--- src/rtl/echo_bus_sequencer.sv ---
// Shares the echo peripheral between two requesters (round robin), sequences LATCH/FIRE,
// captures the shifted echo and flags any mismatch against the locally computed result.
module echo_bus_sequencer #(
    parameter int SETTLE = 2,
    parameter int DW     = 16
) (
    input  logic          clk,
    input  logic          reset,
    input  logic [1:0]    req_valid,
    input  logic [DW-1:0] req_data0,
    input  logic [DW-1:0] req_data1,
    output logic [1:0]    req_ready,
    output logic          rsp_valid,
    output logic          rsp_id,
    output logic [DW-1:0] rsp_data,
    output logic          rsp_err,
    output logic [7:0]    cmd,
    output logic [DW-1:0] pdata_out,
    input  logic [DW-1:0] pdata_in
);
    // state   | meaning
    // IDLE    | arbitrate, cmd=00
    // SETUP   | present operand, cmd=00
    // LATCH   | SETTLE cycles, cmd=02 (peripheral latches)
    // FIRE    | SETTLE cycles, cmd=01 (peripheral drives)
    // CAPTURE | sample pdata_in, cmd=01
    typedef enum logic [2:0] {IDLE, SETUP, LATCH, FIRE, CAPTURE} state_t;

    localparam int CW = 4;

    state_t        state_q, state_d;
    logic [CW-1:0] cnt_q, cnt_d;
    logic          last_grant_q, last_grant_d;
    logic          id_q, id_d;
    logic [DW-1:0] expected_q, expected_d;
    logic [DW-1:0] pdata_out_q, pdata_out_d;
    logic [7:0]    cmd_q, cmd_d;
    logic          rsp_valid_q, rsp_valid_d;
    logic          rsp_id_q, rsp_id_d;
    logic [DW-1:0] rsp_data_q, rsp_data_d;
    logic          rsp_err_q, rsp_err_d;
    logic [1:0]    grant;
    logic          accept;
    logic [DW-1:0] operand;

    always_comb begin
        grant = 2'b00;
        case (req_valid)
            2'b01:   grant = 2'b01;
            2'b10:   grant = 2'b10;
            2'b11:   grant = last_grant_q ? 2'b01 : 2'b10;
            default: grant = 2'b00;
        endcase
    end

    assign req_ready = (state_q == IDLE && !reset) ? grant : 2'b00;
    assign accept    = |(req_ready & req_valid);
    assign operand   = req_ready[1] ? req_data1 : req_data0;

    always_comb begin
        state_d      = state_q;
        cnt_d        = cnt_q;
        last_grant_d = last_grant_q;
        id_d         = id_q;
        expected_d   = expected_q;
        pdata_out_d  = pdata_out_q;
        rsp_valid_d  = 1'b0;
        rsp_id_d     = rsp_id_q;
        rsp_data_d   = rsp_data_q;
        rsp_err_d    = rsp_err_q;
        case (state_q)
            IDLE: begin
                if (accept) begin
                    state_d      = SETUP;
                    id_d         = req_ready[1];
                    last_grant_d = req_ready[1];
                    pdata_out_d  = operand;
                    expected_d   = {operand[DW-4:0], 3'b000};
                end
            end
            SETUP: begin
                state_d = LATCH;
                cnt_d   = CW'(SETTLE - 1);
            end
            LATCH: begin
                if (cnt_q == '0) begin
                    state_d = FIRE;
                    cnt_d   = CW'(SETTLE - 1);
                end else begin
                    cnt_d = cnt_q - CW'(1);
                end
            end
            FIRE: begin
                if (cnt_q == '0) state_d = CAPTURE;
                else             cnt_d   = cnt_q - CW'(1);
            end
            CAPTURE: begin
                state_d     = IDLE;
                rsp_valid_d = 1'b1;
                rsp_id_d    = id_q;
                rsp_data_d  = pdata_in;
                rsp_err_d   = (pdata_in != expected_q);
            end
            default: state_d = IDLE;
        endcase

        // cmd follows the state being entered so it only changes on state entry
        case (state_d)
            LATCH:         cmd_d = 8'h02;
            FIRE, CAPTURE: cmd_d = 8'h01;
            default:       cmd_d = 8'h00;
        endcase
    end

    always_ff @(posedge clk or posedge reset) begin
        if (reset) begin
            state_q      <= IDLE;
            cnt_q        <= '0;
            last_grant_q <= 1'b1;
            id_q         <= 1'b0;
            expected_q   <= '0;
            pdata_out_q  <= '0;
            cmd_q        <= 8'h00;
            rsp_valid_q  <= 1'b0;
            rsp_id_q     <= 1'b0;
            rsp_data_q   <= '0;
            rsp_err_q    <= 1'b0;
        end else begin
            state_q      <= state_d;
            cnt_q        <= cnt_d;
            last_grant_q <= last_grant_d;
            id_q         <= id_d;
            expected_q   <= expected_d;
            pdata_out_q  <= pdata_out_d;
            cmd_q        <= cmd_d;
            rsp_valid_q  <= rsp_valid_d;
            rsp_id_q     <= rsp_id_d;
            rsp_data_q   <= rsp_data_d;
            rsp_err_q    <= rsp_err_d;
        end
    end

    assign cmd       = cmd_q;
    assign pdata_out = pdata_out_q;
    assign rsp_valid = rsp_valid_q;
    assign rsp_id    = rsp_id_q;
    assign rsp_data  = rsp_data_q;
    assign rsp_err   = rsp_err_q;

endmodule

--- config.mk ---
export PLATFORM = sky130hd
export DESIGN_NAME = echo_bus_sequencer
export DESIGN_NICKNAME = d
export VERILOG_FILES = /design/src/rtl/echo_bus_sequencer.sv
export SDC_FILE = /design/constraint.sdc
export NUM_CORES = 1
export LEC_CHECK = 0
export CORE_MARGIN = 4
export CORE_UTILIZATION = 34
export DETAILED_ROUTE_END_ITERATION = 7
export PLACE_DENSITY = 0.76
export RECOVER_POWER = 100
export SLEW_MARGIN = 10
export SYNTH_ARGS = -nofsm -noshare
export SYNTH_HDL_FRONTEND = slang
export SYNTH_SLANG_ARGS = --single-unit
--- constraint.sdc ---
create_clock -name clk -period 4.6 [get_ports clk]
set_input_delay 0.92 -clock clk [delete_from_list [all_inputs] [get_ports clk]]
set_output_delay 0.92 -clock clk [all_outputs]
set_load 0.01 [all_outputs]
==> key figures, run 1 <==
Setup path
  • Crit path from: req_valid[0]
  • CP Data Required Time: 3680 ps
  • Crit path kind: primary input to output pin
  • CP Cell Sequence: dlygate4sd3_1, a21bo_1, nor4b_1, dlygate4sd3_1
  • Crit. End Element: output pin
  • End of the critical path: req_ready[1]
  • Flop2flop setup slack: about 2200 ps
  • RR Startpoint: last_grant_q$_DFFE_PP1P_
  • Cell mode on critical path: dlygate4sd3_1
  • Crit-path max FO: 17
  • CP Launch Type: primary input
  • Critical path buffers and inverters: 2
  • Slowest CP cell: dlygate4sd3_1
  • Top delay family on crit path: buffers and inverters
  • R2r endpoint: pdata_out[0]$_DFFE_PP0P_
  • Reg2Reg Depth: 5
  • Crit path depth: 4
  • Critical Path AT: around 3100 ps
  • Slowest Stage Delay on Critical Path: a little under 700 ps

GRT
  • Grt total ovfl: 0
  • GRT met1 Usage: between 10% and 20%
  • GR Util met3: ~3.8%
  • Global Route met2 Usage: 25.9%
  • Vias in the first global route: between 1500 and 2000
  • Global Route Usage Sum: 14.5%
  • First-pass GRT wire length: 8480 um
  • Top Usage Layer GRT: met2
  • Initial antenna violation count: 0
  • Pin count of the biggest net entering global routing: 47

Finish
  • Most frequent cells in the layout: clkdlybuf4s50_1, dfrtp_1, dlygate4sd3_1
  • Nets: 331
  • Area delta synth->final: 46.7%
  • Most common cell after layout, fill and taps aside: clkdlybuf4s50_1
  • Share of layout cells above drive strength 1: approximately a tenth
  • Diode count: 0

Power and ir drop
  • LEAKAGE: roughly 1.3 nW
  • Max IR drop VDD: around 0.23 mV
  • Power Dens Cells: 558 nW/um2
  • Total Power: approximately 1.7 mW

STA
  • Clock skew: just under 4 ps
  • Worst slew margin: -16.1%
  • Final hold slack: ~480 ps
  • Worst Tran Pin Value: 1740 ps
  • Final worst slack: 602 ps
  • RSZ-0062 raised after global routing: no
  • Final setup vio count: 0
  • Final Hold Viols: 0
  • Pins Over Slew Limit: 47
  • Post-layout minimum cycle time: around 4000 ps
  • Sum of negative setup slack: 0 ps
  • Fmax: around 250 MHz
  • Crit share post-route: between 80% and 90%

Route
  • TritonRoute pass-1 iters: 4
  • Routed vias: 1722
  • Final wirelength: between 5000 and 6000 um
  • Vias/cell: a little under 5
  • Drt wl/cell: 15.6 um
  • Final antenna-violating net count: 0
  • DR iter-0 viols: 56
  • Post-route DRC: 0

Run status
  • Status: complete, but fails checks
  • Failing checks: max-capacitance violations, max-slew violations

Hold path
  • Hold Crit Depth: 1
  • Type of the most critical hold path: register to register

Clock network
  • Post-CTS sizing: 0
  • Clk sinks: 46
  • Hold_buf cts: 0
  • CTS tree: done
  • Worst-Skew Late Latency: 290 ps
  • H-tree depth: 2
  • CTS root buf: clkbuf_8
  • Num CTS Buffers: 5
  • Post-CTS Setup Repair Bufs: 0
  • CTS clk-pin slew, worst paths: 80 ps
  • Clock buffer depth: 2

Synthesis
  • EDFF count, synth: 0
  • FF+latch count, synth: 46
  • Syn Std Cell Area: ~2100 um2
  • Syn Area/Cell: about 11 um2
  • Dominant synthesized flop cell: dfrtp_1
  • Async S/R FF share, synth: 100%
  • Cell variety after synth: 36
  • Register area share after synthesis: 54.1%
  • Synthesis warning total: 0
  • Mapped Cells: 190

Die
  • # IOs: 97
  • Initial core utilization: between 30% and 40%
  • Core region area: around 6000 um2
  • Die area: 7590 um2
  • DIE WIDTH: between 80 and 90 um
  • Num rows: 28
  • Die H: between 80 and 90 um

Placement
  • Post-DP HPWL: ~4200 um
  • PortBufs: 90
  • Placer Congestion: roughly 0.81
  • Dpl ws: around 800 ps

Job
  • Number of max-cap violations: 1
flip-flops by register name (all words and copies together) (netlist names):
signal / cells
cmd: 2
cnt_q: 4
state_q: 3
id_q: 1
rsp_id: 1
last_grant_q: 1
pdata_out: 16
rsp_valid: 1
rsp_err: 1
rsp_data: 16
worst min-delay path by stage:
| stage | startpoint | to |
|---|---|---|
| after detailed placement | id_q$_DFFE_PP0P_ | id_q$_DFFE_PP0P_ |
| after global placement | id_q$_DFFE_PP0P_ | id_q$_DFFE_PP0P_ |
| after global routing | id_q$_DFFE_PP0P_ | id_q$_DFFE_PP0P_ |
| final | id_q$_DFFE_PP0P_ | id_q$_DFFE_PP0P_ |
| after CTS | id_q$_DFFE_PP0P_ | id_q$_DFFE_PP0P_ |
| after floorplan | id_q$_DFFE_PP0P_ | id_q$_DFFE_PP0P_ |
Yosys cell counts (3+ instances only):
cell / n / share of area (%)
nor2_1: 6 / 1.1
inv_1: 3 / 0.53
clkbuf_1: 7 / 1.2
nand2_1: 19 / 3.3
o21ai_0: 11 / 2.6
nor4_1: 3 / 0.88
xnor2_1: 13 / 5.3
dfrtp_1: 45 / 53
nand4_1: 3 / 0.88
o22ai_1: 17 / 5.0
a21o_1: 3 / 1.1
o21ai_1: 8 / 1.9
buf_4: 6 / 2.1
mux2_2: 17 / 9.0
kinds of logic (layout without fill, tap and decap cells):
| kind of cell | Yosys count | count (layout) | synth area share [%] |
|---|---|---|---|
| muxes | 19 | 19 | 9.93 |
| AOI/OAI and AO/OA | 45 | 45 | 12.7 |
| DFF | 46 | 46 | 54.1 |
| other | 1 | 6 | 0.176 |
| and+or+nand+nor | 43 | 43 | 10.8 |
| xor gates and xnor gates | 14 | 14 | 5.76 |
| buffers and inverters | 20 | 103 | 5.41 |
| adders and majority gates | 2 | 2 | 1.17 |
layout make-up:
cell class              instances  area [um2]
well taps                      75        93.8
multi-input cells             129         866
clock inverters                 1        5.00
clock buffers                   7        86.3
inverters                       3        11.3
repair buffers                 92         908
fillers                       545        2870
flip-flops and latches         46        1150
layer usage:
metal  routed length, um  vias to the layer above  part of all wire [%]
met5                   0                        -                     0
met4                  57                        0                   1.0
met1                2300                      822                    42
met2                2750                       59                    50
li1                    -                      835                     -
met3                 399                        6                   7.2
where the power goes:
group | internal [mW] | switching, mW
sequential | 0.592 | 0.128
clock | 0.121 | 0.134
combinational | 0.433 | 0.333
through the flow:
step           util, %  area [um2]  instances
2_1_floorplan        -        2150        195
6_report          52.1        3120        353
3_5_place_dp      51.0        3060        345
4_1_cts           52.6        3150        353
5_1_grt           52.1        3120        353
3_3_place_gp      51.0        3060        345
Power figures use the tool's default switching activity.
==> inputs of run 2 (changes only) <==
SETUP_SLACK_MARGIN = 0.05   (was not set)
clock period = 4.4 ns   (was 4.6 ns; I/O delays follow)
==> run 2 against run 1 <==
Net effect: the run still ends with max-capacitance violations, max-slew violations left; sequential share of layout area shrank 0.31 points; critical path type unchanged; worst hold slack gained 1.4 ps; non-clock buffer count is the same.
==> key figures, run 2 (synthesis results as in run 1) <==
Run status
  • Status: complete, but fails checks
  • Failing checks: max-capacitance violations, max-slew violations

Route
  • Routed vias: 1705 (-0.99%)
  • Met3 routed WL: 436 um (+9.3%)
  • Final wirelength: 5620 um (+2.0%)
  • Drt wl/cell: 15.9 um (+2.0%)
  • Vias/cell: 4.83 (-0.99%)
  • DR iter-0 viols: 45 (-20%)
  • WL met1: 2280 um (-0.96%)
  • Final antenna-violating net count: 0 (unchanged)
  • Uppermost routed layer: met4
  • Routed met2 length: 2860 um (+3.9%)
  • Post-route DRC: 0 (unchanged)
  • TritonRoute pass-1 iters: 4 (unchanged)

Finish
  • Area of the multi-input gates: 870 um2 (+0.43%)
  • Share of layout cells above drive strength 1: 10.4% (+0.72 points)
  • Fin area: 3150 um2 (+0.84%)
  • Area delta synth->final: 47.9%
  • Most frequent cells in the layout: clkdlybuf4s50_1, dfrtp_1, dlygate4sd3_1
  • Most common cell after layout, fill and taps aside: clkdlybuf4s50_1
  • Nets: 331 (unchanged)
  • Diode count: 0 (unchanged)
  • Post-route insts no fill: 353 (unchanged)
  • Register Area: 1150 um2 (unchanged)
  • Fill cells: 533 (-2.2%)

Power and ir drop
  • Clk pwr share: 16.6% (+1.9 points)
  • Switch Pwr: 0.629 mW (+5.5%)
  • Sw Share: 33.6% (-0.60 points)
  • LEAKAGE: 1.35 nW (+0.51%)
  • Cell Int Power: 1.24 mW (+8.4%)
  • Seq pwr share: 40.4% (-0.9 points)
  • Power Dens Cells: 595 nW/um2 (+6.5%)
  • Comb pwr share: 43.0% (-1.0 points)
  • Max IR drop VDD: 0.318 mV (+36%)

Placement
  • Area post-placement: 3060 um2 (unchanged)
  • Placed cells: 345 (unchanged)
  • Post-DP HPWL: 4270 um (+1.4%)
  • PortBufs: 90 (unchanged)
  • Placer Congestion: 0.798 (-1.6%)
  • Dpl ws: 731 ps (-87.7 ps)

Setup path
  • Crit path kind: primary input to output pin
  • Crit path depth: 4 (unchanged)
  • Critical Path AT: 3030 ps (-50 ps)
  • Slowest Stage Delay on Critical Path: 660 ps (-20 ps)
  • Reg2Reg Depth: 5 (unchanged)
  • Top delay family on crit path: buffers and inverters
  • CP Launch Type: primary input
  • Crit-path max FO: 17 (unchanged)
  • CP Data Required Time: 3520 ps (-160 ps)
  • Critical path buffers and inverters: 2 (unchanged)
  • Slowest CP cell: dlygate4sd3_1
  • Crit. End Element: output pin
  • CP Cell Sequence: dlygate4sd3_1, a21bo_1, nor4b_1, dlygate4sd3_1
  • Cell mode on critical path: dlygate4sd3_1

Hold path
  • Hold Crit Depth: 2 (+1)
  • Type of the most critical hold path: register to register

STA
  • Crit share post-route: a little under 90%
  • Sum of negative setup slack: 0 ps (unchanged)
  • Final Hold Viols: 0 (unchanged)
  • Final worst slack: 493 ps (-109 ps)
  • Post-layout minimum cycle time: 3910 ps
  • Worst Tran Pin Value: 1710 ps (-25.4 ps)
  • Final setup vio count: 0 (unchanged)
  • Fmax: approximately 260 MHz
  • Clock skew: 8.89 ps (+4.91 ps)
  • Worst slew margin: -14.4% (+1.7 points)
  • RSZ-0062 raised after global routing: no
  • Pins Over Slew Limit: 47 (unchanged)

Clock network
  • CTS clk-pin slew, worst paths: 80 ps (about the same)
  • Worst-Skew Late Latency: 300 ps (about the same)
  • Num CTS Buffers: 5 (unchanged)
  • Clock buffer depth: 2 (unchanged)
  • H-tree depth: 2 (unchanged)
  • CTS root buf: clkbuf_8
  • Clk sinks: 46 (unchanged)
  • Post-CTS Setup Repair Bufs: 0 (unchanged)
  • CTS tree: done
  • Hold_buf cts: 0 (unchanged)
  • Post-CTS sizing: 0 (unchanged)

Die
  • Die H: 87.1 um (unchanged)
  • Die area: 7590 um2 (unchanged)
  • Num rows: 28 (unchanged)
  • # IOs: 97 (unchanged)
  • Core region area: 5990 um2 (unchanged)
  • DIE WIDTH: 87.1 um (unchanged)
  • Initial core utilization: 35.5% (unchanged)

Job
  • Number of max-cap violations: 1 (unchanged)

GRT
  • Grt total ovfl: 0 (unchanged)
  • First-pass GRT wire length: 8840 um (+4.2%)
  • Pin count of the biggest net entering global routing: 47 (unchanged)
  • Global Route Usage Sum: 15.0% (+0.51 points)
  • Vias in the first global route: 1793 (+4.9%)
  • Initial antenna violation count: 0 (unchanged)
==> run 2: changes by cell type in the layout (fill, tap and decap cells not counted), sizes merged <==
cell      previous run  this run
bufinv               0         1
clkbuf               9         7
clkinv               1         0
clkinvlp             0         1
buf                  0         1
==> run 2: final timing paths <==
| check | startpoint | to | slack [ps] |
|---|---|---|---|
| worst max-delay path | req_valid[1] | req_ready[1] | 490 |
| worst min-delay path | pdata_out[14]$_DFFE_PP0P_ | pdata_out[14]$_DFFE_PP0P_ | 480 |
| worst max register to register | last_grant_q$_DFFE_PP1P_ | pdata_out[7]$_DFFE_PP0P_ | 2020 |
| worst min register to register | pdata_out[14]$_DFFE_PP0P_ | pdata_out[14]$_DFFE_PP0P_ | 480 |
| max in group asynchronous | reset | cnt_q[0]$_DFFE_PP0P_ | 1770 |
| min in group asynchronous | reset | id_q$_DFFE_PP0P_ | 1640 |
==> run 2: worst reg2reg max path: stages (launching register included) <==
cell      delay, ps
dfstp_2         390
a21bo_1         370
nor4b_1         470
clkbuf_1        670
o22ai_1         200
o21ai_0         210
==> run 2: final cells by class <==
cell class	instances	share of cell area, %
Timing Repair Buffer	92	29.0
Inverter	3	0.358
Clock buffer	6	2.30
Clock inverter	2	1.19
Multi-Input combinational cell	129	27.6
Tap cell	75	2.98
Sequential cell	46	36.6
==> run 2: power by group through the flow <==
stage	sequential, mW	combinational [mW]	clock [mW]
CTS	0.766	0.889	0.322
detailed placement	0.772	0.888	0
global route	0.786	0.883	0.338
floorplan	0.813	0.378	0
global placement	0.764	0.861	0
finish	0.756	0.805	0.311
==> run 2: routing by layer <==
| layer | vias to the layer above | GRT usage (%) |
|---|---|---|
| met1 | 807 | 17.5 |
| met2 | 60 | 27.4 |
| li1 | 833 | - |
| met3 | 5 | 3.97 |
| met5 | - | 0 |
| met4 | 0 | 3.77 |
==> run 2: per-stage QoR <==
step                      hold WS, ps  util [%]  power [mW]
after floorplan                   444         -        1.19
after global placement            455      51.0        1.62
after detailed placement          468      51.0        1.66
after CTS                         487      52.9        1.98
after global routing              489      52.6        2.01
final                             484      52.6        1.87
